## config.mk

```make
export PLATFORM = sky130hd
export DESIGN_NAME = ram_wb_arb
export DESIGN_NICKNAME = d
export VERILOG_FILES = /design/src/rtl/ram_wb_arb_pkg.sv /design/src/rtl/ram_wb_arb_rr_pick.sv /design/src/rtl/ram_wb_arb.sv
export SDC_FILE = /design/constraint.sdc
export NUM_CORES = 1
export LEC_CHECK = 0
export ABC_AREA = 0
export CAP_MARGIN = 20
export CORE_AREA = 2 2 174 176
export DETAILED_ROUTE_END_ITERATION = 16
export DIE_AREA = 0 0 176 178
export GPL_TIMING_DRIVEN = 0
export PLACE_DENSITY = 0.39
export SLEW_MARGIN = 20
export SYNTH_ARGS = -nofsm -noshare
export SYNTH_HDL_FRONTEND = slang
export SYNTH_SLANG_ARGS = --single-unit
```

## constraint.sdc

```tcl
create_clock -name wb_clk_i -period 1.4 [get_ports wb_clk_i]
set_input_delay 0.21 -clock wb_clk_i [delete_from_list [all_inputs] [get_ports wb_clk_i]]
set_output_delay 0.21 -clock wb_clk_i [all_outputs]
set_load 0.05 [all_outputs]
```

## src/rtl/ram_wb_arb_pkg.sv

```systemverilog
// Shared Wishbone B3 constants and arbiter state type for the RAM front end.
package ram_wb_pkg;

  localparam logic [2:0] CTI_CLASSIC = 3'b000;
  localparam logic [2:0] CTI_CONST   = 3'b001;
  localparam logic [2:0] CTI_INCR    = 3'b010;
  localparam logic [2:0] CTI_EOB     = 3'b111;

  localparam logic [1:0] BTE_LINEAR = 2'b00;
  localparam logic [1:0] BTE_WRAP4  = 2'b01;
  localparam logic [1:0] BTE_WRAP8  = 2'b10;
  localparam logic [1:0] BTE_WRAP16 = 2'b11;

  typedef enum logic {
    IDLE,
    OWNED
  } arb_state_e;

endpackage

```

## src/rtl/ram_wb_arb_rr_pick.sv

```systemverilog
// Combinational round-robin picker: one-hot winner is the first requester
// at or above ptr, wrapping to index 0.
module rr_pick #(
  parameter int nm = 3,
  parameter int pw = (nm > 1) ? $clog2(nm) : 1
) (
  input  logic [nm-1:0] req,
  input  logic [pw-1:0] ptr,
  output logic [nm-1:0] gnt
);

  logic found;

  // Upper pass covers ptr..nm-1, the lower pass supplies the wrap-around.
  always_comb begin
    gnt   = '0;
    found = 1'b0;
    for (int j = 0; j < nm; j++) begin
      if (!found && (j >= int'(ptr)) && req[j]) begin
        gnt[j] = 1'b1;
        found  = 1'b1;
      end
    end
    for (int j = 0; j < nm; j++) begin
      if (!found && req[j]) begin
        gnt[j] = 1'b1;
        found  = 1'b1;
      end
    end
  end

endmodule

```

## src/rtl/ram_wb_arb.sv

```systemverilog
// N-master round-robin Wishbone B3 arbiter in front of one slave port.
// Optional stalled-slave watchdog: define RAM_WB_ARB_WATCHDOG_EN.
module ram_wb_arb #(
  parameter int nm        = 3,
  parameter int dw        = 32,
  parameter int aw        = 32,
  parameter int wd_cycles = 256
) (
  input  logic                 wb_clk_i,
  input  logic                 wb_rst_i,
  input  logic [nm*aw-1:0]     wbm_adr_i,
  input  logic [nm*dw-1:0]     wbm_dat_i,
  input  logic [nm*dw/8-1:0]   wbm_sel_i,
  input  logic [nm*3-1:0]      wbm_cti_i,
  input  logic [nm*2-1:0]      wbm_bte_i,
  input  logic [nm-1:0]        wbm_cyc_i,
  input  logic [nm-1:0]        wbm_stb_i,
  input  logic [nm-1:0]        wbm_we_i,
  output logic [nm*dw-1:0]     wbm_dat_o,
  output logic [nm-1:0]        wbm_ack_o,
  output logic [nm-1:0]        wbm_err_o,
  output logic [nm-1:0]        wbm_rty_o,
  output logic [aw-1:0]        wbs_adr_o,
  output logic [dw-1:0]        wbs_dat_o,
  output logic [dw/8-1:0]      wbs_sel_o,
  output logic [2:0]           wbs_cti_o,
  output logic [1:0]           wbs_bte_o,
  output logic                 wbs_cyc_o,
  output logic                 wbs_stb_o,
  output logic                 wbs_we_o,
  input  logic [dw-1:0]        wbs_dat_i,
  input  logic                 wbs_ack_i,
  input  logic                 wbs_err_i,
  input  logic                 wbs_rty_i,
  output logic [nm-1:0]        grant_o
);

  import ram_wb_pkg::*;

  localparam int pw = (nm > 1) ? $clog2(nm) : 1;
  localparam int sw = dw / 8;

  arb_state_e    state;
  logic [nm-1:0] grant;
  logic [nm-1:0] pick;
  logic [pw-1:0] ptr;
  logic [pw-1:0] owner_idx;
  logic [pw-1:0] owner_inc;
  logic [pw-1:0] pick_ptr;
  logic          owner_cyc;
  logic          wd_fire;
  logic          wd_block;

  always_comb begin
    owner_idx = '0;
    for (int k = 0; k < nm; k++) begin
      if (grant[k]) owner_idx = pw'(k);
    end
  end

  assign owner_inc = (owner_idx == pw'(nm - 1)) ? '0 : owner_idx + 1'b1;
  assign owner_cyc = |(grant & wbm_cyc_i);
  // While owned the search starts just past the owner, so a handover costs no idle cycle.
  assign pick_ptr  = (state == OWNED) ? owner_inc : ptr;

  rr_pick #(.nm(nm), .pw(pw)) u_pick (
    .req (wbm_cyc_i),
    .ptr (pick_ptr),
    .gnt (pick)
  );

  always_ff @(posedge wb_clk_i or posedge wb_rst_i) begin
    if (wb_rst_i) begin
      state <= IDLE;
      grant <= '0;
      ptr   <= '0;
    end else begin
      case (state)
        IDLE: begin
          if (|wbm_cyc_i) begin
            grant <= pick;
            state <= OWNED;
          end
        end
        OWNED: begin
          if (!owner_cyc) begin
            grant <= pick;
            ptr   <= owner_inc;
            state <= (|pick) ? OWNED : IDLE;
          end
        end
        default: begin
          state <= IDLE;
          grant <= '0;
        end
      endcase
    end
  end

  always_comb begin
    wbs_adr_o = '0;
    wbs_dat_o = '0;
    wbs_sel_o = '0;
    wbs_cti_o = '0;
    wbs_bte_o = '0;
    wbs_cyc_o = 1'b0;
    wbs_stb_o = 1'b0;
    wbs_we_o  = 1'b0;
    for (int k = 0; k < nm; k++) begin
      if (grant[k]) begin
        wbs_adr_o = wbm_adr_i[k*aw +: aw];
        wbs_dat_o = wbm_dat_i[k*dw +: dw];
        wbs_sel_o = wbm_sel_i[k*sw +: sw];
        wbs_cti_o = wbm_cti_i[k*3 +: 3];
        wbs_bte_o = wbm_bte_i[k*2 +: 2];
        wbs_cyc_o = wbm_cyc_i[k] & ~wd_block;
        wbs_stb_o = wbm_stb_i[k] & ~wd_block;
        wbs_we_o  = wbm_we_i[k];
      end
    end
  end

  assign wbm_dat_o = {nm{wbs_dat_i}};
  assign wbm_ack_o = grant & {nm{wbs_ack_i}};
  assign wbm_err_o = grant & {nm{wbs_err_i | wd_fire}};
  assign wbm_rty_o = grant & {nm{wbs_rty_i}};
  assign grant_o   = grant;

`ifdef RAM_WB_ARB_WATCHDOG_EN
  localparam int ww = $clog2(wd_cycles) + 1;

  logic [ww-1:0] wd_cnt;
  logic          wd_term;
  logic          grant_change;

  assign wd_term      = wbs_ack_i | wbs_err_i | wbs_rty_i;
  assign grant_change = (state == IDLE) ? (|wbm_cyc_i) : !owner_cyc;
  // Fires in the last stalled cycle; the count reaches wd_cycles on that edge.
  assign wd_fire      = wbs_stb_o && !wd_term && (wd_cnt == ww'(wd_cycles - 1));

  // The block holds the slave port quiet until the owner releases the bus.
  always_ff @(posedge wb_clk_i or posedge wb_rst_i) begin
    if (wb_rst_i) begin
      wd_cnt   <= '0;
      wd_block <= 1'b0;
    end else begin
      if (grant_change || !wbs_stb_o || wd_term) wd_cnt <= '0;
      else                                       wd_cnt <= wd_cnt + 1'b1;
      if (grant_change)  wd_block <= 1'b0;
      else if (wd_fire)  wd_block <= 1'b1;
    end
  end
`else
  assign wd_fire  = 1'b0;
  assign wd_block = 1'b0;
`endif

endmodule

```

==> impl_metrics.yaml, run 1 <==
power:
  p_leak_nw: 3.48
  power_density_nw_per_um2: 2080
  p_total_mw: 18.9
  ir_drop_uv: 935
min_path:
  hold_path.class: "input port to async pin"
logic_synthesis:
  synth_top_area_cell: "buf_4"
  syn_inst: 411
  syn_avg_cell_area_um2: 6.40
  synth-edff-count: 0
  yosys-top-cells-count: "buf_4, nand2_1, a22oi_1"
  synthesis.area_um2: 2630
  synth_area_leaders: "buf_4, a22oi_1, nand2_1, o21ai_1, dfrtp_1"
  synth_cell_types: 30
  synth.net_count: 676
  ys_seq_area_frac: 0.0571
  synth_top_area_frac: 0.274
  synth.most_common_cell: "buf_4"
  yosysWarnings: 0
  ys_seq_elements: 6
  synthFlopType: "dfrtp_1"
  async_flop_share: 1.00
placement:
  place_inst: 1217
  gp_congestion: 0.746
  io_buffer_count: 416
  place_area_um2: 8220
  hpwlAfterDp_um: 17700
timing:
  fin_tns_setup_ps: -34060
  rsz0062_at_grt: "yes"
  fin_ws_ps: -482
  setup_viol: 87
  min_period_ps: 1880
  period_share: 1.34
  relSlewSlack: 0.647
  drv_slew: 0
  worst_clock_skew_ps: 2.23
  fin_hold_ws_ps: 209
  fmax_mhz: 531
  hold_violations: 0
  worstMarginPinSlew_ps: 527
worst_setup_path:
  reg2reg_setup_slack_ps: -140
  critical_path_arrival_ps: 1670
  path_cells: "buf_6 -> nor2b_4 -> buf_12 -> buf_12 -> a22oi_2 -> o21ai_4 -> buf_8"
  crit_family: "buffers and inverters"
  slowest_stage: "dfrtp_2"
  crit_buf_inv: 4
  max_stage_delay_ps: 390
  cp_common_cell: "buf_12"
  cp_data_required_time_ps: 1190
  cp-end-kind: "output port"
  criticalPathCategory: "register to output port"
  worstPathMaxFanout: 10
  startpoint_type: "register"
floorplanning:
  die_w_um: 176
  die_area_um2: 31300
  num_io_pins: 449
  start_util: 0.0895
  dieHeight_um: 178
  num_rows: 63
  core_um2: 29400
detailed_routing:
  vias: 4621
  drt-initial-drc-count: 85
  drc: 0
  vias_per_cell: 3.74
  drt-wirelength-per-cell_um: 17.0
  ant_nets: 0
  drt-pass1-iter-count: 4
  drt-total-wl_um: 21000
run_status:
  status: "finished with violations"
  violations: "setup timing"
clocking:
  cts_hold_buf: 0
  clk_pin_slew_ps: 30
  root_buffer: "clkbuf_16"
  clk_latency_ps: 230
  cts_tree: "yes"
  numCtsBuffers: 3
  h-tree-depth: 1
  cts_max_path_buffers: 2
  clock_sinks: 6
grt:
  grt_pass1_wl_um: 29500
  grt_pass1_vias: 4697
  grt_overflow_total: 0
  grt_max_degree: 11
  antenna_found_initial: 1
  grt.total_usage: 0.123
finish:
  fin_cells: 1234
  nets: 1109
  layout-drive-gt1-share: 0.439
  fillers: 3094
  fin_area_um2: 9060
  areaGrowthSynthToFinish_pct: 244
flow_run:
  drv_cap: 0
path summary, 6_finish.rpt:
kind | from | endpoint | depth (start not counted)
min in group wb_clk_i | ptr[0] | ptr[0] | 2
worst min register to register | ptr[0] | ptr[0] | 2
worst min-delay path | wb_rst_i | grant_o[1] | 2
worst max register to register | grant_o[2] | grant_o[0] | 7
worst max-delay path | grant_o[1] | wbs_dat_o[26] | 7
max in group asynchronous | wb_rst_i | grant_o[0] | 2
layout by cell type, fill, tap and decap left out, types with 4 or more instances in the layout:
cell | netlist | layout
and2_4 | 0 | 4
clkbuf_16 | 0 | 4
nand2_2 | 0 | 6
clkdlybuf4s50_1 | 0 | 328
nand2_1 | 83 | 76
buf_12 | 0 | 9
buf_6 | 4 | 38
a22oi_2 | 1 | 35
buf_2 | 12 | 4
buf_4 | 96 | 113
a22oi_1 | 74 | 40
clkbuf_4 | 0 | 9
buf_8 | 6 | 51
inv_1 | 4 | 4
o21ai_4 | 0 | 76
metal layers:
| metal | vias up | global-route usage | routed length, µm | part of all wire |
|---|---|---|---|---|
| met5 | - | 0 | 0 | 0 |
| met4 | 0 | 0.0213 | 359 | 0.017 |
| met3 | 19 | 0.0292 | 1690 | 0.080 |
| met2 | 259 | 0.239 | 11200 | 0.53 |
| met1 | 2117 | 0.137 | 7760 | 0.37 |
| li1 | 2226 | - | - | - |
where the power goes:
| group | switching (mW) | internal, mW |
|---|---|---|
| registers | 0.0662 | 0.250 |
| logic | 10.8 | 7.30 |
| clock network | 0.101 | 0.378 |
| total | 10.9 | 7.93 |
timing repair:
action / CTS / global route
gates resized for setup: 691 / 39
setup buffers: 7 / 3
cloned: 3 / 0
endpoints found under the setup margin: 93 / 87
pin swaps: 2 / 1
registers in the layout, indices dropped and copies added (netlist names):
name     cells
ptr          2
state        1
grant_o      3
through the flow:
stage	util	worst slack, ps
3_5_place_dp	0.280	-1230
4_1_cts	0.303	-513
3_3_place_gp	0.280	-1270
2_1_floorplan	-	-294
5_1_grt	0.308	-546
6_report	0.308	-482
area by class of cell:
cell class | instances | area (µm²) | area share
multi-input cells | 268 | 2590 | 0.286
clock buffers | 4 | 78.8 | 0.00870
repair buffers | 428 | 4570 | 0.504
inverters | 4 | 15.0 | 0.00166
plain buffers | 133 | 1160 | 0.128
diodes | 1 | 2.50 | 0.000276
flip-flops and latches | 6 | 154 | 0.0170
well taps | 390 | 488 | 0.0539
kinds of logic after synthesis:
group | after synthesis | share of synthesized area
AOI/OAI and AO/OA | 167 | 0.408
DFF | 6 | 0.0571
buffers and inverters | 137 | 0.376
and+or+nand+nor | 101 | 0.159
Note: power is estimated with default switching activity, not from simulation.
==> inputs of run 2 (changes only) <==
CAP_MARGIN = 10   (was 20)
==> results of run 2 <==
Final layout, timing and power as in run 1 (identical DEF).
==> inputs of run 3 (changes only) <==
CORE_AREA = 2 2 172 174   (was 2 2 174 176)
DIE_AREA = 0 0 174 176   (was 0 0 176 178)
SYNTH_HIERARCHICAL = 1   (was unset)
==> run 3 against run 2 <==
  * The run still ends with setup timing left
  * First-iteration DRC count shrank 18%
  * Clock skew about the same
  * Flip-flop and latch count unchanged
  * Register-to-register slack got worse by 330 ps
  * Synthesized cell count shrank 1.5%
  * Sequential share of layout area about the same
  * Final cell count down 0.16%
  * Critical path depth unchanged
  * Non-clock buffer count rose by 8
  * Routed wire length shrank 0.84%
  * Cell area rose by 0.26%
  * Highest routed layer unchanged
  * Largest cell class unchanged
  * Largest power group unchanged
==> impl_metrics.yaml, run 3 <==
timing:
  drv_slew: 0
  fin_hold_ws_ps: 193
  hold_violations: 0
  worstMarginPinSlew_ps: 518
  period_share: 1.33
  relSlewSlack: 0.654
  min_period_ps: 1870
  fin_ws_ps: -467
  worst_clock_skew_ps: 1.89
  fin_tns_setup_ps: -32420
  rsz0062_at_grt: "yes"
  setup_viol: 88
  fmax_mhz: 535
placement:
  dp_slack_ps: -1410
  gp_congestion: 0.747
  place_inst: 1205
  place_area_um2: 7890
  io_buffer_count: 416
  hpwlAfterDp_um: 17300
worst_setup_path:
  r2r-end: "state"
  ff2ff_path_depth: 7
  startpoint_type: "register"
  worstPathMaxFanout: 10
  cp_data_required_time_ps: 1470
  path_cells: "buf_12 -> nor2b_1 -> mux2_4 -> nand2b_1 -> o221a_4 -> nor3_2 -> a41oi_1"
  r2r_start: "grant_o[1]"
  max_stage_delay_ps: 450
  reg2reg_setup_slack_ps: -470
  criticalPathCategory: "register to register"
  critical_path_arrival_ps: 1940
  cp-end-kind: "register"
  slowest_stage: "dfrtp_2"
logic_synthesis:
  ys_seq_elements: 6
  syn_avg_cell_area_um2: 6.38
  synthFlopType: "dfrtp_1"
  async_flop_share: 1.00
  synth_cell_types: 29
  yosysWarnings: 6
  synth-edff-count: 0
  ys_seq_area_frac: 0.0581
  yosys-top-cells-count: "buf_4, nand2_1, o21ai_1"
  synth_top_area_frac: 0.293
  synthesis.area_um2: 2580
  synth.net_count: 670
  syn_inst: 405
  synth_area_leaders: "buf_4, a22oi_1, o21ai_1, nand2_1, dfrtp_1"
  synth.most_common_cell: "buf_4"
  synth_top_area_cell: "buf_4"
grt:
  grt_pass1_wl_um: 29300
  grt_pass1_vias: 4691
  grt_overflow_total: 0
  grt_max_degree: 11
  antenna_found_initial: 0
  grt.total_usage: 0.124
detailed_routing:
  drt-total-wl_um: 20900
  drt-wirelength-per-cell_um: 16.9
  vias_per_cell: 3.67
  drc: 0
  vias: 4523
  drt-pass1-iter-count: 4
  ant_nets: 0
  drt-initial-drc-count: 70
clocking:
  numCtsBuffers: 3
  clock_sinks: 6
  root_buffer: "clkbuf_16"
  clk_pin_slew_ps: 30
  cts_hold_buf: 0
  h-tree-depth: 1
  cts_max_path_buffers: 2
  cts_tree: "yes"
  clk_latency_ps: 230
floorplanning:
  core_um2: 28500
  num_io_pins: 449
  die_w_um: 174
  die_area_um2: 30600
  start_util: 0.0905
  dieHeight_um: 176
  num_rows: 62
power:
  p_total_mw: 18.0
  p_leak_nw: 3.56
  power_density_nw_per_um2: 1980
  ir_drop_uv: 957
finish:
  nets: 1114
  multi_input_area_um2: 2580
  fin_cells: 1232
  layout-drive-gt1-share: 0.487
  areaGrowthSynthToFinish_pct: 252
  fillers: 3083
  seqCellArea_um2: 154
  final_cell_mix: "clkdlybuf4s50_1, buf_4, buf_6"
  largest_reg_flops: 3
  final_core_util: 0.318
  fin_area_um2: 9080
  layout_commonest_cell: "clkdlybuf4s50_1"
  antenna_cells: 0
min_path:
  hold_path.class: "input port to async pin"
run_status:
  violations: "setup timing"
  status: "finished with violations"
flow_run:
  drv_cap: 0
-- run 3: what timing repair did --
action	CTS	global route
gates cloned	2	1
pin swaps	3	3
setup endpoints to repair	94	88
resized for setup	731	84
buffers inserted	17	3
-- run 3: final cells by class --
| type | instances | share of cell area |
|---|---|---|
| Buffer | 130 | 0.132 |
| Clock buffer | 4 | 0.00868 |
| Inverter | 1 | 0.000413 |
| Multi-Input combinational cell | 268 | 0.285 |
| Sequential cell | 6 | 0.0169 |
| Tap cell | 384 | 0.0529 |
| Timing Repair Buffer | 439 | 0.505 |
-- run 3: how the worst max path moves through the flow --
stage,startpoint,end,slack [ps],depth (start not counted)
after detailed placement,grant_o[2],wbs_dat_o[31],-1410,5
after global placement,grant_o[2],wbs_dat_o[31],-1390,5
after CTS,grant_o[2],state,-500,8
after global routing,grant_o[1],state,-550,7
final,grant_o[1],state,-470,7
after floorplan,grant_o[2],state,-520,8
-- run 3: critical path, delay by kind of cell, from the launching register on --
| kind | cells | cell delay [ps] |
|---|---|---|
| AND/OR/NAND/NOR | 3 | 460 |
| AO/OA/AOI/OAI | 2 | 360 |
| multiplexers | 1 | 290 |
| flip-flops | 1 | 450 |
| buffers and inverters | 1 | 160 |
-- run 3: logic make-up (layout without fill, tap and decap cells) --
family / after synthesis / count (layout) / synth area share
AND/OR/NAND/NOR: 101 / 101 / 0.172
flip-flops: 6 / 6 / 0.0581
buffers and inverters: 131 / 574 / 0.345
multiplexers: 7 / 7 / 0.0305
AO/OA/AOI/OAI: 160 / 160 / 0.394
-- run 3: routing by layer --
metal  wire length (µm)  track usage  vias up
li1                   -            -     2232
met1               7720        0.138     2053
met2              11400        0.242      227
met3               1560       0.0297       11
met4                209       0.0158        0
met5                  0            0        -
-- run 3: power by group --
part | switching [mW] | total, mW | internal, mW
Combinational | 10.1 | 17.1 | 7.09
Sequential | 0.109 | 0.367 | 0.258
Clock | 0.0952 | 0.473 | 0.377
